===== config.mk =====
export PLATFORM = sky130hd
export DESIGN_NAME = tank_fire_ctrl
export DESIGN_NICKNAME = d
export VERILOG_FILES = /design/src/rtl/tank_fire_ctrl.sv
export SDC_FILE = /design/constraint.sdc
export NUM_CORES = 1
export LEC_CHECK = 0
export CELL_PAD_IN_SITES_DETAIL_PLACEMENT = 1
export CELL_PAD_IN_SITES_GLOBAL_PLACEMENT = 2
export CORE_ASPECT_RATIO = 2
export CORE_MARGIN = 3
export CORE_UTILIZATION = 33
export CTS_CLUSTER_DIAMETER = 100
export DETAILED_ROUTE_END_ITERATION = 12
export DONT_BUFFER_PORTS = 1
export PLACE_DENSITY = 0.78
export SLEW_MARGIN = 20
export SYNTH_ARGS = -nofsm -noshare
export SYNTH_HDL_FRONTEND = slang
export SYNTH_SLANG_ARGS = --single-unit

===== constraint.sdc =====
create_clock -name clk -period 1.9 [get_ports clk]
set_input_delay 0.285 -clock clk [delete_from_list [all_inputs] [get_ports clk]]
set_output_delay 0.285 -clock clk [all_outputs]
set_load 0.01 [all_outputs]

===== src/rtl/tank_fire_ctrl.sv =====
// ----------------------------------------------------------------------------
// tank_fire_ctrl
//   Per-player fire controller placed directly upstream of the bullet manager.
//   It turns the fire button into a one-cycle shot request. Shots are gated by
//   a shot cooldown, a finite magazine with a timed reload, and the tank-alive
//   status. The block also holds the timed spread and pierce power-up states
//   that the bullet manager samples together with the shot request.
//
//   Optional feature: define TANK_FIRE_AUTOFIRE_EN to enable autofire. With it
//   defined, holding the button fires again as soon as the block is READY.
//   Without it, every shot needs a fresh rising edge of the button.
//
// Ports
//   clk           in   system clock
//   rst           in   synchronous active-high reset
//   game_tick     in   one-cycle pulse per game step
//   game_start    in   level; low holds the block in its reset state
//   tank_alive    in   level; high while the owning tank is alive
//   fire_btn      in   button level, already synchronised to clk
//   spread_grant  in   one-cycle pulse when a spread power-up is collected
//   pierce_grant  in   one-cycle pulse when a pierce power-up is collected
//   fire          out  registered one-cycle shot request
//   spread        out  registered; high while the spread timer is nonzero
//   pierce        out  registered; high while the pierce timer is nonzero
//   ammo          out  rounds remaining in the magazine
//   reloading     out  high while the state is RELOAD
//   spread_left   out  current spread timer value (HUD)
//   pierce_left   out  current pierce timer value (HUD)
// ----------------------------------------------------------------------------
module tank_fire_ctrl #(
    parameter int unsigned COOLDOWN_TICKS = 4,
    parameter int unsigned MAG_SIZE       = 5,
    parameter int unsigned RELOAD_TICKS   = 40,
    parameter int unsigned POWERUP_TICKS  = 600
) (
    input  logic       clk,
    input  logic       rst,
    input  logic       game_tick,
    input  logic       game_start,
    input  logic       tank_alive,
    input  logic       fire_btn,
    input  logic       spread_grant,
    input  logic       pierce_grant,
    output logic       fire,
    output logic       spread,
    output logic       pierce,
    output logic [3:0] ammo,
    output logic       reloading,
    output logic [9:0] spread_left,
    output logic [9:0] pierce_left
);

    typedef enum logic [1:0] {
        ST_READY,
        ST_COOLDOWN,
        ST_RELOAD
    } state_t;

    localparam logic [7:0] LP_CD     = COOLDOWN_TICKS[7:0];
    localparam logic [7:0] LP_RELOAD = RELOAD_TICKS[7:0];
    localparam logic [3:0] LP_MAG    = MAG_SIZE[3:0];
    localparam logic [9:0] LP_PWR    = POWERUP_TICKS[9:0];

    state_t     r_state;
    state_t     w_state_nxt;
    logic [7:0] r_cd;
    logic [7:0] w_cd_nxt;
    logic [3:0] r_ammo;
    logic [3:0] w_ammo_nxt;
    logic       r_btn_q;
    logic       r_fire;
    logic       r_spread;
    logic       r_pierce;
    logic [9:0] r_spread_t;
    logic [9:0] r_pierce_t;
    logic [9:0] w_spread_t_nxt;
    logic [9:0] w_pierce_t_nxt;
    logic       w_clr;
    logic       w_trig;
    logic       w_shoot;

    assign w_clr = rst | ~game_start;

`ifdef TANK_FIRE_AUTOFIRE_EN
    assign w_trig = fire_btn;
`else
    assign w_trig = fire_btn & ~r_btn_q;
`endif

    assign w_shoot = (r_state == ST_READY) & tank_alive & w_trig & (r_ammo != '0);

    // Death clears a timer outright. Otherwise a grant reloads the full value
    // (it wins over a coincident tick), and a tick counts a nonzero timer down.
    function automatic logic [9:0] f_timer_nxt(input logic [9:0] t,
                                               input logic       grant,
                                               input logic       alive,
                                               input logic       tick);
        logic [9:0] v;
        v = t;
        if (!alive)
            v = '0;
        else if (grant)
            v = LP_PWR;
        else if (tick && (t != '0))
            v = t - 10'd1;
        return v;
    endfunction

    assign w_spread_t_nxt = f_timer_nxt(r_spread_t, spread_grant, tank_alive, game_tick);
    assign w_pierce_t_nxt = f_timer_nxt(r_pierce_t, pierce_grant, tank_alive, game_tick);

    // State register, together with the counters and flags it owns.
    always_ff @(posedge clk) begin
        if (w_clr) begin
            r_state    <= ST_READY;
            r_cd       <= '0;
            r_ammo     <= LP_MAG;
            r_btn_q    <= 1'b0;
            r_fire     <= 1'b0;
            r_spread   <= 1'b0;
            r_pierce   <= 1'b0;
            r_spread_t <= '0;
            r_pierce_t <= '0;
        end else begin
            r_state    <= w_state_nxt;
            r_cd       <= w_cd_nxt;
            r_ammo     <= w_ammo_nxt;
            r_btn_q    <= fire_btn;
            r_fire     <= w_shoot;
            // The flags are registered from the next timer values. This keeps
            // each flag exactly equal to (timer != 0), and on the fire cycle
            // the triple reflects what the press cycle decided.
            r_spread   <= (w_spread_t_nxt != '0);
            r_pierce   <= (w_pierce_t_nxt != '0);
            r_spread_t <= w_spread_t_nxt;
            r_pierce_t <= w_pierce_t_nxt;
        end
    end

    // Next-state logic. The state keeps counting while the tank is dead, so a
    // reload that is in progress still completes.
    always_comb begin
        w_state_nxt = r_state;
        w_cd_nxt    = r_cd;
        w_ammo_nxt  = r_ammo;
        if (w_shoot) begin
            // A tick that arrives together with the shot is swallowed by the load.
            w_ammo_nxt = r_ammo - 4'd1;
            if (r_ammo == 4'd1) begin
                w_state_nxt = ST_RELOAD;
                w_cd_nxt    = LP_RELOAD;
            end else begin
                w_state_nxt = ST_COOLDOWN;
                w_cd_nxt    = LP_CD;
            end
        end else if ((r_state != ST_READY) && game_tick) begin
            if (r_cd <= 8'd1) begin
                w_cd_nxt    = '0;
                w_state_nxt = ST_READY;
                if (r_state == ST_RELOAD)
                    w_ammo_nxt = LP_MAG;
            end else begin
                w_cd_nxt = r_cd - 8'd1;
            end
        end
    end

    // Output logic.
    always_comb begin
        fire        = r_fire;
        spread      = r_spread;
        pierce      = r_pierce;
        ammo        = r_ammo;
        reloading   = (r_state == ST_RELOAD);
        spread_left = r_spread_t;
        pierce_left = r_pierce_t;
    end

endmodule


==> results.txt, run 1 <==
----------------------------------------------------
[Clock network]
  Number of buffers created by CTS ... 5
  Number of H-tree branching levels ... 2
  Number of clock sinks ... 38
  TritonCTS clock tree ... done
  Clock Tree Root ... sky130_fd_sc_hd__clkbuf_16
  Clock transition at the register clock pins on the worst setup and hold paths after CTS ... 0.06 ns
  Post-CTS Hold Buffers ... 0
  Bufs on Longest Clock Path ... 2
  Worst-Skew Late Latency ... 0.29 ns

[Worst setup path]
  FF-to-FF End ... pierce_left[8]
  Maximum fanout along the worst path ... 4
  Startpoint Class ... flip-flop
  Cell family with the largest share of critical-path delay ... simple AND/OR/NAND/NOR gates
  Worst EP required ... 2.07 ns
  Total buffers and inverters traversed by the critical path ... 3
  Worst path max stage delay ... 0.50 ns
  Data arrival, critical path ... 2.21 ns
  Slowest library cell on the worst path ... sky130_fd_sc_hd__or4b_4
  Reg-to-reg slack, setup ... -0.14 ns
  Cell chain of the critical path ... inv_2, ha_4, or4b_4, buf_4, buf_6, or4_4, xnor2_2, nor2_1
  Setup crit end kind ... flip-flop
  Startpoint of the most critical setup path ... pierce_left[1]
  Length in cells of the worst reg-to-reg path ... 8
  Startpoint of the most critical register-to-register path ... pierce_left[1]
  Critical Setup Path Class ... reg -> reg

[STA]
  Setup repair after global routing missed its margin ... yes
  Final Critical Period ... 2.04 ns
  Final cycle utilization of the critical path ... 1.08
  Worst clock skew on the final layout ... 0.00648 ns
  Setup-failing EPs final ... 7
  Transition time at the pin with the least slew margin ... 0.567 ns
  Headroom to the max-slew limit ... 0.622
  Fin worst setup slack ... -0.143 ns
  Final Max Tran Viols ... 0
  Fmax ... 489 MHz
  Number of endpoints with negative hold slack in the final report ... 0

[GRT]
  Residual overflow from global routing ... 0
  Via count of the first global-routing pass ... 2466
  Global-route wire length before repair ... 12.3 mm
  Number of antenna violations at the first check in global routing ... 0
  Pin count of the biggest net entering global routing ... 14
  Total global routing track utilization ... 0.210

[Cells and area]
  Final layout net count ... 358
  FILL cells ... 743
  Number of antenna diodes ... 0
  Register cell area after layout ... 768 sq um
  Area grow syn2layout ... 56.1%
  Fraction of final layout cells sized beyond drive strength 1 ... 0.448
  Number of non-filler instances in the completed layout ... 428
  Area of the multi-input gates ... 1490 sq um

[Power and ir drop]
  Internal ... 0.00155 W
  Psw ... 0.000550 W
  Switching part of the total power ... 0.261
  Part of the total power dissipated in combinational logic ... 0.206
  Peak supply drop ... 0.000474 V
  Leakage power total ... 1.40 nW
  Reg power frac ... 0.395
  Pwr Density ... 642 nW/um^2
  Clock power frac ... 0.399

[Flow run]
  Number of maximum-capacitance violations ... 0

[Synth]
  Yosys warnings ... 0
  Ys flop type ... sky130_fd_sc_hd__dfxtp_1
  Ranking of synthesized cells by instance count ... 38 x sky130_fd_sc_hd__dfxtp_1, 36 x sky130_fd_sc_hd__nor2_1, 17 x sky130_fd_sc_hd__inv_1
  EDFF count, synth ... 0
  Sequential-to-total area share from yosys stat ... 0.362
  Cell with the most instances after synthesis ... sky130_fd_sc_hd__dfxtp_1
  Distinct cells, synth ... 51
  Instance count of the mapped netlist ... 252
  Post-Synthesis Mean Instance Area ... 8.33 sq um
  Post-Syn Nets ... 267
  Asr flop ratio synth ... 0
  Area share of the largest cell type after synthesis ... 0.362
  Combined area of all synthesized cells ... 2100 sq um
  Leading cell types by total area after synthesis ... sky130_fd_sc_hd__dfxtp_1 36%, sky130_fd_sc_hd__nor2_1 6.4%, sky130_fd_sc_hd__ha_1 4.2%
  Flip-flop and latch count after synthesis ... 38
  Cell accounting for the most synthesized area ... sky130_fd_sc_hd__dfxtp_1

[Drt]
  Residual DRC ... 0
  Final routed wire length divided by cell count ... 18.0 microns
  Routed metal-1 wire length ... 2.54 mm
  First drt pass iteration count ... 4
  Via total after detailed routing ... 2287
  Antenna-violating nets left ... 0
  DR WL met2 ... 4.68 mm
  Number of vias per cell after detailed routing ... 5.34
  Starting DRC count in detailed routing ... 61
  Top layer reached by signal wires ... met4
  Routed wire length on met3 ... 231 microns
  Total wire length after detailed routing ... 7.69 mm

[Floorplanning]
  Die W ... 62.4 microns
  Total die area ... 7410 sq um
  Core Rows ... 40
  Floorplan Core Area ... 6110 sq um
  Vertical die dimension ... 119 microns
  Initial core utilization ... 0.344
  Top Ports ... 36

[Place]
  Number of I/O port buffers ... 0
  Minimum setup slack after placement ... -0.292 ns
  Routability-driven placement congestion ratio ... 0.804
  Dpl hpwl ... 5.50 mm
  Number of placed instances, taps included ... 406

[Min path]
  Hold_sp ... spread_grant
  Number of cells on the worst hold path ... 2
  Tightest Hold Check Type ... in -> reg
  Hold Path End ... spread_left[3]

[Status]
  Violations in the final reports ... negative setup slack
  Run status ... finished, violations left

----------------------------------------------------
[cells in the final DEF, fill, tap and decap left out, types with 2 or more instances in the layout]
master / n
sky130_fd_sc_hd__buf_4: 84
sky130_fd_sc_hd__nor2_1: 34
sky130_fd_sc_hd__dfxtp_1: 34
sky130_fd_sc_hd__nand2_1: 13
sky130_fd_sc_hd__inv_1: 12
sky130_fd_sc_hd__a21oi_1: 10
sky130_fd_sc_hd__nor2b_1: 8
sky130_fd_sc_hd__nor3_1: 7
sky130_fd_sc_hd__o21ai_0: 7
sky130_fd_sc_hd__xnor2_1: 6
sky130_fd_sc_hd__o31ai_1: 6
sky130_fd_sc_hd__buf_6: 6
sky130_fd_sc_hd__or3_1: 5
sky130_fd_sc_hd__nand2b_1: 5
sky130_fd_sc_hd__ha_1: 5
sky130_fd_sc_hd__clkbuf_16: 5
sky130_fd_sc_hd__inv_2: 4
sky130_fd_sc_hd__nor3_2: 4
sky130_fd_sc_hd__o211ai_1: 4
sky130_fd_sc_hd__or4_4: 3
sky130_fd_sc_hd__or2_2: 3
sky130_fd_sc_hd__o21ai_1: 3
sky130_fd_sc_hd__nand3_1: 3
sky130_fd_sc_hd__or4_1: 3
sky130_fd_sc_hd__nor4b_2: 3
sky130_fd_sc_hd__dfxtp_2: 3
sky130_fd_sc_hd__or4b_4: 2
sky130_fd_sc_hd__or3b_4: 2
sky130_fd_sc_hd__o31ai_4: 2
sky130_fd_sc_hd__xnor2_2: 2
sky130_fd_sc_hd__o21a_1: 2
sky130_fd_sc_hd__o21ai_2: 2
sky130_fd_sc_hd__a22oi_1: 2
sky130_fd_sc_hd__and2_1: 2
sky130_fd_sc_hd__nor4_1: 2
sky130_fd_sc_hd__o41ai_2: 2
sky130_fd_sc_hd__a21o_1: 2
sky130_fd_sc_hd__o31ai_2: 2
sky130_fd_sc_hd__a32oi_1: 2
sky130_fd_sc_hd__ha_4: 2
[worst max-delay path by stage]
stage,to,slack (ns),cells past startpoint
floorplan,spread,-0.20,7
global placement,pierce,-0.26,7
detailed placement,pierce,-0.29,7
CTS,pierce,-0.14,8
global route,pierce,-0.22,8
finish,pierce_left[8],-0.14,8
[layout make-up]
cell class / instances / share of cell area
multi-input cells: 191 / 0.455
flip-flops and latches: 38 / 0.234
repair buffers: 90 / 0.213
clock buffers: 7 / 0.0435
well taps: 84 / 0.0321
inverters: 17 / 0.0202
clock inverters: 1 / 0.00153
[power groups by stage]
stage	Sequential, W	Combinational [W]	Clock (W)
after floorplan	0.000852	0.000196	0
after global placement	0.000845	0.000334	0
after detailed placement	0.000846	0.000340	0
after CTS	0.000829	0.000389	0.000867
after global routing	0.000832	0.000474	0.000887
final	0.000830	0.000434	0.000840
[routing by layer]
layer  vias to the layer above  global-route usage
li1                       1100                   -
met1                      1128               0.196
met2                        39               0.421
met3                        20              0.0352
met4                         0              0.0982
met5                         -                   0
[stage by stage]
stage          TNS, ns   util  hold WS, ns  total power (W)  instance area [sq um]
2_1_floorplan   -0.350      -        0.406          0.00105                   2140
3_3_place_gp    -0.866  0.455        0.408          0.00118                   2780
3_5_place_dp     -1.34  0.455        0.417          0.00119                   2780
4_1_cts         -0.328  0.509        0.122          0.00208                   3110
5_1_grt          -1.36  0.537        0.131          0.00219                   3280
6_report        -0.474  0.537        0.131          0.00210                   3280
[cell families (layout without fill, tap and decap cells)]
logic type	after synthesis	after routing	share of synthesized area
AND/OR/NAND/NOR	109	109	0.276
AO/OA/AOI/OAI	63	63	0.221
flip-flops	38	38	0.362
buffers and inverters	23	115	0.0465
XOR/XNOR	9	9	0.0375
adder cells (fa/ha/maj)	7	7	0.0417
multiplexers	3	3	0.0149
[worst reg2reg max path, stage by stage (launching register included)]
cell and delay [ns]:
sky130_fd_sc_hd__dfxtp_2 0.33, sky130_fd_sc_hd__inv_2 0.07, sky130_fd_sc_hd__ha_4 0.13, sky130_fd_sc_hd__or4b_4 0.50, sky130_fd_sc_hd__buf_4 0.16, sky130_fd_sc_hd__buf_6 0.11
sky130_fd_sc_hd__or4_4 0.42, sky130_fd_sc_hd__xnor2_2 0.15, sky130_fd_sc_hd__nor2_1 0.05
[registers in the layout (all words and copies together) (netlist names)]
signal       count
spread           1
pierce_left     10
r_state          2
r_btn_q          1
r_cd             8
ammo             4
fire             1
spread_left     10
pierce           1
[what timing repair did]
action	CTS	global route
pin swaps	13	18
cloned	0	0
setup buffers	7	8
resized for setup	33	23
endpoints found under the setup margin	15	23
Note: power is estimated with default switching activity, not from simulation.
==> run 2: changes to the inputs <==
--- a/config.mk
+++ b/config.mk
@@ -13,7 +13,7 @@
 export CTS_CLUSTER_DIAMETER = 100
 export DETAILED_ROUTE_END_ITERATION = 12
 export DONT_BUFFER_PORTS = 1
-export PLACE_DENSITY = 0.78
+export PLACE_DENSITY_LB_ADDON = 0.1
 export SLEW_MARGIN = 20
 export SYNTH_ARGS = -nofsm -noshare
 export SYNTH_HDL_FRONTEND = slang
==> run 2 against run 1 <==
  * The flow still finishes with violations (negative setup slack)
  * Clock skew about the same
  * Clock-buffer cell count stayed put
  * Largest cell class unchanged
  * Final area down 2.1%
  * Via count shrank 3.6%
  * Wire length down 3.3%
  * Register-to-register slack got worse by 0.04 ns
  * Total power is 0.61% higher
  * Critical path depth down 3
  * Clock power up 2%
  * Maximum frequency decreased by 1.9%
==> results.txt, run 2 (synthesis results as in run 1) <==
----------------------------------------------------
[Status]
  Run status ... finished, violations left (unchanged)
  Violations in the final reports ... negative setup slack (unchanged)

[Place]
  Area of placed instances ... 2770 sq um (was 2780 sq um)
  Routability-driven placement congestion ratio ... 0.803 (was 0.804)
  Number of I/O port buffers ... 0 (unchanged)
  Dpl hpwl ... 5.60 mm (was 5.50 mm)

[STA]
  Final cycle utilization of the critical path ... 1.10 (was 1.08)
  Setup repair after global routing missed its margin ... yes (unchanged)
  Fin worst setup slack ... -0.182 ns (was -0.143 ns)
  Worst clock skew on the final layout ... 0.00655 ns (was 0.00648 ns)
  Final Critical Period ... 2.08 ns (was 2.04 ns)
  Transition time at the pin with the least slew margin ... 0.618 ns (was 0.567 ns)
  Sum of negative setup slack ... -0.311 ns (was -0.474 ns)
  Final Max Tran Viols ... 0 (unchanged)
  Number of endpoints with negative hold slack in the final report ... 0 (unchanged)
  Setup-failing EPs final ... 4 (was 7)
  Headroom to the max-slew limit ... 0.588 (was 0.622)
  Fmax ... 480 MHz (was 489 MHz)

[Clock network]
  Clock Tree Root ... sky130_fd_sc_hd__clkbuf_16 (unchanged)
  Clock transition at the register clock pins on the worst setup and hold paths after CTS ... 0.06 ns (about the same)
  Number of clock sinks ... 38 (unchanged)
  Number of H-tree branching levels ... 2 (unchanged)
  Worst-Skew Late Latency ... 0.29 ns (about the same)
  Number of buffers created by CTS ... 5 (unchanged)
  TritonCTS clock tree ... done (unchanged)
  Bufs on Longest Clock Path ... 2 (unchanged)

[Cells and area]
  FILL cells ... 754 (was 743)
  Final non-filler cell area ... 3210 sq um (was 3280 sq um)
  Area grow syn2layout ... 52.9% (was 56.1%)
  Number of antenna diodes ... 0 (unchanged)
  Most common library cell in the layout ignoring fill and taps ... sky130_fd_sc_hd__buf_4 (unchanged)
  Final layout net count ... 349 (was 358)
  Area of the multi-input gates ... 1490 sq um (about the same)
  Most frequent cells in the layout ... 75 x sky130_fd_sc_hd__buf_4, 34 x sky130_fd_sc_hd__nor2_1, 32 x sky130_fd_sc_hd__dfxtp_1 (was 84 x sky130_fd_sc_hd__buf_4, 34 x sky130_fd_sc_hd__nor2_1, 34 x sky130_fd_sc_hd__dfxtp_1)
  Fraction of final layout cells sized beyond drive strength 1 ... 0.433 (was 0.448)
  Register cell area after layout ... 773 sq um (was 768 sq um)

[Drt]
  Number of vias per cell after detailed routing ... 5.26 (was 5.34)
  Total wire length after detailed routing ... 7.44 mm (was 7.69 mm)
  Residual DRC ... 0 (unchanged)
  Via total after detailed routing ... 2204 (was 2287)
  Antenna-violating nets left ... 0 (unchanged)
  First drt pass iteration count ... 4 (unchanged)
  Starting DRC count in detailed routing ... 48 (was 61)
  Final routed wire length divided by cell count ... 17.8 microns (was 18.0 microns)

[Floorplanning]
  Floorplan Core Area ... 6110 sq um (unchanged)
  Vertical die dimension ... 119 microns (unchanged)
  Core Rows ... 40 (unchanged)
  Total die area ... 7410 sq um (unchanged)
  Initial core utilization ... 0.344 (unchanged)
  Top Ports ... 36 (unchanged)
  Die W ... 62.4 microns (unchanged)

[Power and ir drop]
  Peak supply drop ... 0.000463 V (was 0.000474 V)
  Reg power frac ... 0.392 (was 0.395)
  Part of the total power dissipated in combinational logic ... 0.205 (was 0.206)
  Switching part of the total power ... 0.266 (was 0.261)
  Leakage power total ... 1.35 nW (was 1.40 nW)
  Clock power frac ... 0.403 (was 0.399)
  Pwr Density ... 659 nW/um^2 (was 642 nW/um^2)
  Psw ... 0.000563 W (was 0.000550 W)
  Internal ... 0.00155 W (about the same)

[Worst setup path]
  Worst path max stage delay ... 0.55 ns (was 0.50 ns)
  Critical Setup Path Class ... reg -> reg (unchanged)
  Setup crit end kind ... flip-flop (unchanged)
  Slowest library cell on the worst path ... sky130_fd_sc_hd__or4b_4 (unchanged)
  Data arrival, critical path ... 2.22 ns (was 2.21 ns)
  Maximum fanout along the worst path ... 4 (unchanged)
  Startpoint Class ... flip-flop (unchanged)
  Cell chain of the critical path ... or4b_4, or2_4, o31a_1, o41ai_2, a41oi_2 (was inv_2, ha_4, or4b_4, buf_4, buf_6, or4_4, xnor2_2, nor2_1)
  Worst EP required ... 2.04 ns (was 2.07 ns)

[GRT]
  Global-route wire length before repair ... 11.8 mm (was 12.3 mm)
  Via count of the first global-routing pass ... 2418 (was 2466)
  Pin count of the biggest net entering global routing ... 14 (unchanged)
  Residual overflow from global routing ... 0 (unchanged)
  Total global routing track utilization ... 0.206 (was 0.210)
  Number of antenna violations at the first check in global routing ... 0 (unchanged)

[Min path]
  Tightest Hold Check Type ... in -> reg (unchanged)

[Flow run]
  Number of maximum-capacitance violations ... 0 (unchanged)

----------------------------------------------------
==> run 2: cell count changes in the layout (fill, tap and decap cells not counted), moves of 2 or more <==
cell                      change
sky130_fd_sc_hd__buf_4        -9
sky130_fd_sc_hd__nor3_2       -3
sky130_fd_sc_hd__nor3_1       +3
sky130_fd_sc_hd__dfxtp_1      -2
sky130_fd_sc_hd__o21ai_1      -2
sky130_fd_sc_hd__o21ai_0      +2
==> run 2: layer usage <==
layer  up-vias  part of all wire  track usage  wire [microns]
met4         0             0.027        0.104             201
li1       1081                 -            -               -
met2        31              0.62        0.424            4630
met1      1076              0.32        0.179            2390
met5         -                 0            0               0
met3        16             0.029       0.0352             219
==> run 2: path summary, 6_finish.rpt <==
path                                     start      end  slack, ns  depth (start not counted)
worst min-delay path                  fire_btn  r_btn_q       0.12                          1
worst max register to register  spread_left[0]   spread      -0.18                          5
worst max-delay path            spread_left[0]   spread      -0.18                          5
worst min register to register         r_cd[7]  r_cd[7]       0.50                          2
==> run 2: what timing repair did <==
| item | 4_1_cts | 5_1_grt |
|---|---|---|
| endpoints found under the setup margin | 16 | 17 |
| pin swaps | 7 | 8 |
| setup buffers | 3 | 3 |
| gates resized for setup | 30 | 26 |
| hold buffers | 0 | 0 |
==> run 2: layout make-up <==
type | count | share of cell area
clock buffer | 7 | 0.0444
clock inverter | 1 | 0.00156
timing repair buffer | 81 | 0.196
multi-input combinational | 191 | 0.463
sequential | 38 | 0.241
tap | 84 | 0.0327
inverter | 17 | 0.0207
==> run 2: power by group through the flow <==
stage	clock (W)	sequential, W	combinational, W
final	0.000853	0.000829	0.000435
after global routing	0.000910	0.000831	0.000473
after CTS	0.000881	0.000830	0.000400
after detailed placement	0	0.000847	0.000353
after global placement	0	0.000846	0.000347
after floorplan	0	0.000852	0.000196
==> run 2: worst max-delay path: cells and delay by family (launching register included) <==
family / cells / cell delay (ns)
and+or+nand+nor: 2 / 0.81
AOI/OAI and AO/OA: 3 / 0.77
DFF: 1 / 0.35
==> run 2: per-stage QoR <==
step                      power [W]  hold WS [ns]   util  setup WS [ns]  std cells
after global placement      0.00119         0.410  0.454         -0.210        405
after detailed placement    0.00120         0.416  0.454         -0.225        405
after floorplan             0.00105         0.406      -         -0.199        252
final                       0.00212         0.124  0.526         -0.182        419
after global routing        0.00221         0.125  0.526         -0.244        419
after CTS                   0.00211         0.120  0.503        -0.0937        416
==> run 3: changes to the inputs <==
--- a/config.mk
+++ b/config.mk
@@ -8,12 +8,13 @@
 export CELL_PAD_IN_SITES_DETAIL_PLACEMENT = 1
 export CELL_PAD_IN_SITES_GLOBAL_PLACEMENT = 2
 export CORE_ASPECT_RATIO = 2
-export CORE_MARGIN = 3
+export CORE_MARGIN = 2
 export CORE_UTILIZATION = 33
 export CTS_CLUSTER_DIAMETER = 100
 export DETAILED_ROUTE_END_ITERATION = 12
 export DONT_BUFFER_PORTS = 1
 export PLACE_DENSITY_LB_ADDON = 0.1
+export RECOVER_POWER = 50
 export SLEW_MARGIN = 20
 export SYNTH_ARGS = -nofsm -noshare
 export SYNTH_HDL_FRONTEND = slang
==> run 3 against run 2 <==
  * The run still ends with negative setup slack left
  * Non-clock buffer count shrank 7
  * Clock skew increased by 0.0022 ns
  * Critical path depth grew 3
  * Combinational power shrank 7.1%
  * Die area decreased by 4.8%
  * Critical endpoint is now pierce
  * Highest routed layer unchanged
==> results.txt, run 3 (synthesis results as in run 1) <==
----------------------------------------------------
[Status]
  Run status ... finished, violations left (unchanged)
  Violations in the final reports ... negative setup slack (unchanged)

[Flow run]
  Number of maximum-capacitance violations ... 0 (unchanged)

[Worst setup path]
  FF-to-FF End ... pierce (was spread)
  Critical Setup Path Class ... reg -> reg (unchanged)
  Startpoint Class ... flip-flop (unchanged)
  Length in cells of the worst reg-to-reg path ... 8 (was 5)
  Setup crit end kind ... flip-flop (unchanged)
  Startpoint of the most critical setup path ... pierce_left[0] (was spread_left[0])
  Worst EP required ... 2.11 ns (was 2.04 ns)
  Reg-to-reg slack, setup ... -0.14 ns (was -0.18 ns)
  Maximum fanout along the worst path ... 5 (was 4)
  Startpoint of the most critical register-to-register path ... pierce_left[0] (was spread_left[0])
  CP Capture Point ... pierce (was spread)
  Data arrival, critical path ... 2.24 ns (was 2.22 ns)

[Drt]
  Starting DRC count in detailed routing ... 66 (was 48)
  Residual DRC ... 0 (unchanged)
  Via total after detailed routing ... 2177 (was 2204)
  Total wire length after detailed routing ... 7.01 mm (was 7.44 mm)
  Final routed wire length divided by cell count ... 16.9 microns (was 17.8 microns)
  First drt pass iteration count ... 4 (unchanged)
  Antenna-violating nets left ... 0 (unchanged)
  Number of vias per cell after detailed routing ... 5.26 (about the same)

[Place]
  Routability-driven placement congestion ratio ... 0.814 (was 0.803)
  Area of placed instances ... 2710 sq um (was 2770 sq um)
  Number of I/O port buffers ... 0 (unchanged)
  Dpl hpwl ... 5.09 mm (was 5.60 mm)
  Number of placed instances, taps included ... 399 (was 405)

[STA]
  Transition time at the pin with the least slew margin ... 0.606 ns (was 0.618 ns)
  Fmax ... 491 MHz (was 480 MHz)
  Fin worst setup slack ... -0.136 ns (was -0.182 ns)
  Headroom to the max-slew limit ... 0.596 (was 0.588)
  Sum of negative setup slack ... -0.421 ns (was -0.311 ns)
  Worst clock skew on the final layout ... 0.00875 ns (was 0.00655 ns)
  Number of endpoints with negative hold slack in the final report ... 0 (unchanged)
  Final cycle utilization of the critical path ... 1.07 (was 1.10)
  Setup repair after global routing missed its margin ... yes (unchanged)
  Setup-failing EPs final ... 4 (unchanged)
  Final Critical Period ... 2.04 ns (was 2.08 ns)
  Final Max Tran Viols ... 0 (unchanged)

[Min path]
  Tightest Hold Check Type ... in -> reg (unchanged)

[Power and ir drop]
  Leakage power total ... 1.32 nW (was 1.35 nW)
  Reg power frac ... 0.355 (was 0.392)
  Internal ... 0.00177 W (was 0.00155 W)
  Pwr Density ... 738 nW/um^2 (was 659 nW/um^2)
  Switching part of the total power ... 0.241 (was 0.266)
  Total power ... 0.00233 W (was 0.00212 W)
  Part of the total power dissipated in combinational logic ... 0.173 (was 0.205)
  Psw ... 0.000562 W (was 0.000563 W)
  Peak supply drop ... 0.000600 V (was 0.000463 V)
  Clock power frac ... 0.472 (was 0.403)

[Floorplanning]
  Vertical die dimension ... 117 microns (was 119 microns)
  Floorplan Core Area ... 6210 sq um (was 6110 sq um)
  Total die area ... 7050 sq um (was 7410 sq um)
  Initial core utilization ... 0.338 (was 0.344)
  Die W ... 60.4 microns (was 62.4 microns)
  Top Ports ... 36 (unchanged)
  Core Rows ... 41 (was 40)

[GRT]
  Residual overflow from global routing ... 0 (unchanged)
  Pin count of the biggest net entering global routing ... 14 (unchanged)
  Fraction of met3 tracks used by global routing ... 0.0440 (was 0.0352)
  Global-route wire length before repair ... 11.5 mm (was 11.8 mm)
  Fraction of met2 tracks used by global routing ... 0.361 (was 0.424)
  Via count of the first global-routing pass ... 2262 (was 2418)
  GR peak layer ... met2 (unchanged)
  Met1 Usage GRT ... 0.275 (was 0.179)
  Total global routing track utilization ... 0.216 (was 0.206)
  Number of antenna violations at the first check in global routing ... 0 (unchanged)

[Cells and area]
  Register cell area after layout ... 769 sq um (was 773 sq um)
  Fraction of final layout cells sized beyond drive strength 1 ... 0.409 (was 0.433)
  Area of the multi-input gates ... 1460 sq um (was 1490 sq um)
  Most frequent cells in the layout ... 69 x sky130_fd_sc_hd__buf_4, 35 x sky130_fd_sc_hd__nor2_1, 33 x sky130_fd_sc_hd__dfxtp_1 (was 75 x sky130_fd_sc_hd__buf_4, 34 x sky130_fd_sc_hd__nor2_1, 32 x sky130_fd_sc_hd__dfxtp_1)
  Number of antenna diodes ... 0 (unchanged)
  Most common library cell in the layout ignoring fill and taps ... sky130_fd_sc_hd__buf_4 (unchanged)
  Final layout net count ... 342 (was 349)
  FILL cells ... 736 (was 754)
  Area grow syn2layout ... 50.8% (was 52.9%)
  Number of non-filler instances in the completed layout ... 414 (was 419)
  Final non-filler cell area ... 3170 sq um (was 3210 sq um)

[Clock network]
  Post-CTS Hold Buffers ... 0 (unchanged)
  Number of buffers created by CTS ... 5 (unchanged)
  Number of H-tree branching levels ... 2 (unchanged)
  Clock transition at the register clock pins on the worst setup and hold paths after CTS ... 0.06 ns (about the same)
  TritonCTS clock tree ... done (unchanged)
  Clock Tree Root ... sky130_fd_sc_hd__clkbuf_16 (unchanged)
  Worst-Skew Late Latency ... 0.29 ns (about the same)
  Bufs on Longest Clock Path ... 2 (unchanged)
  Number of clock sinks ... 38 (unchanged)

----------------------------------------------------
==> run 3: power by group through the flow <==
stage	Clock [W]	Combinational, W	Sequential [W]
final	0.00110	0.000404	0.000830
after global routing	0.00117	0.000441	0.000832
after CTS	0.00113	0.000376	0.000829
after detailed placement	0	0.000335	0.000846
after global placement	0	0.000327	0.000846
after floorplan	0	0.000196	0.000852
==> run 3: worst max-delay path, cell delays in order (launching register included) <==
cell and delay, ns:
sky130_fd_sc_hd__dfxtp_4 0.36, sky130_fd_sc_hd__inv_4 0.06, sky130_fd_sc_hd__ha_4 0.12, sky130_fd_sc_hd__or4b_4 0.50, sky130_fd_sc_hd__buf_12 0.16, sky130_fd_sc_hd__or4_4 0.42, sky130_fd_sc_hd__nand4_1 0.13, sky130_fd_sc_hd__nor4_2 0.06
sky130_fd_sc_hd__a21oi_1 0.16
==> run 3: metal layers <==
| metal | up-vias | part of all wire |
|---|---|---|
| met3 | 7 | 0.034 |
| met4 | 0 | 0.014 |
| li1 | 1064 | - |
| met5 | - | 0 |
| met1 | 1069 | 0.43 |
| met2 | 37 | 0.52 |
==> run 3: metrics by stage <==
step / hold WS [ns] / worst slack, ns / utilization
2_1_floorplan: 0.406 / -0.199 / -
3_3_place_gp: 0.415 / -0.453 / 0.437
3_5_place_dp: 0.414 / -0.415 / 0.437
4_1_cts: 0.116 / -0.225 / 0.490
5_1_grt: 0.123 / -0.195 / 0.510
6_report: 0.123 / -0.136 / 0.510
==> run 3: layout make-up <==
cell class	instances	area share
clock buffers	5	0.0395
clock inverters	3	0.0217
inverters	17	0.0209
multi-input cells	191	0.461
flip-flops and latches	38	0.243
well taps	86	0.0340
repair buffers	74	0.179
==> run 3: worst min path at each step <==
stage | from | to | depth (start not counted)
2_1_floorplan | spread_grant | spread_left[3] | 2
3_3_place_gp | spread_grant | spread_left[3] | 2
3_5_place_dp | fire_btn | r_btn_q | 1
4_1_cts | fire_btn | r_btn_q | 1
5_1_grt | fire_btn | r_btn_q | 1
6_report | fire_btn | r_btn_q | 1
==> run 3: repair_timing <==
action / CTS / global route
setup endpoints to repair: 16 / 19
pin swaps: 13 / 6
resized for setup: 20 / 26
setup buffers: 6 / 3
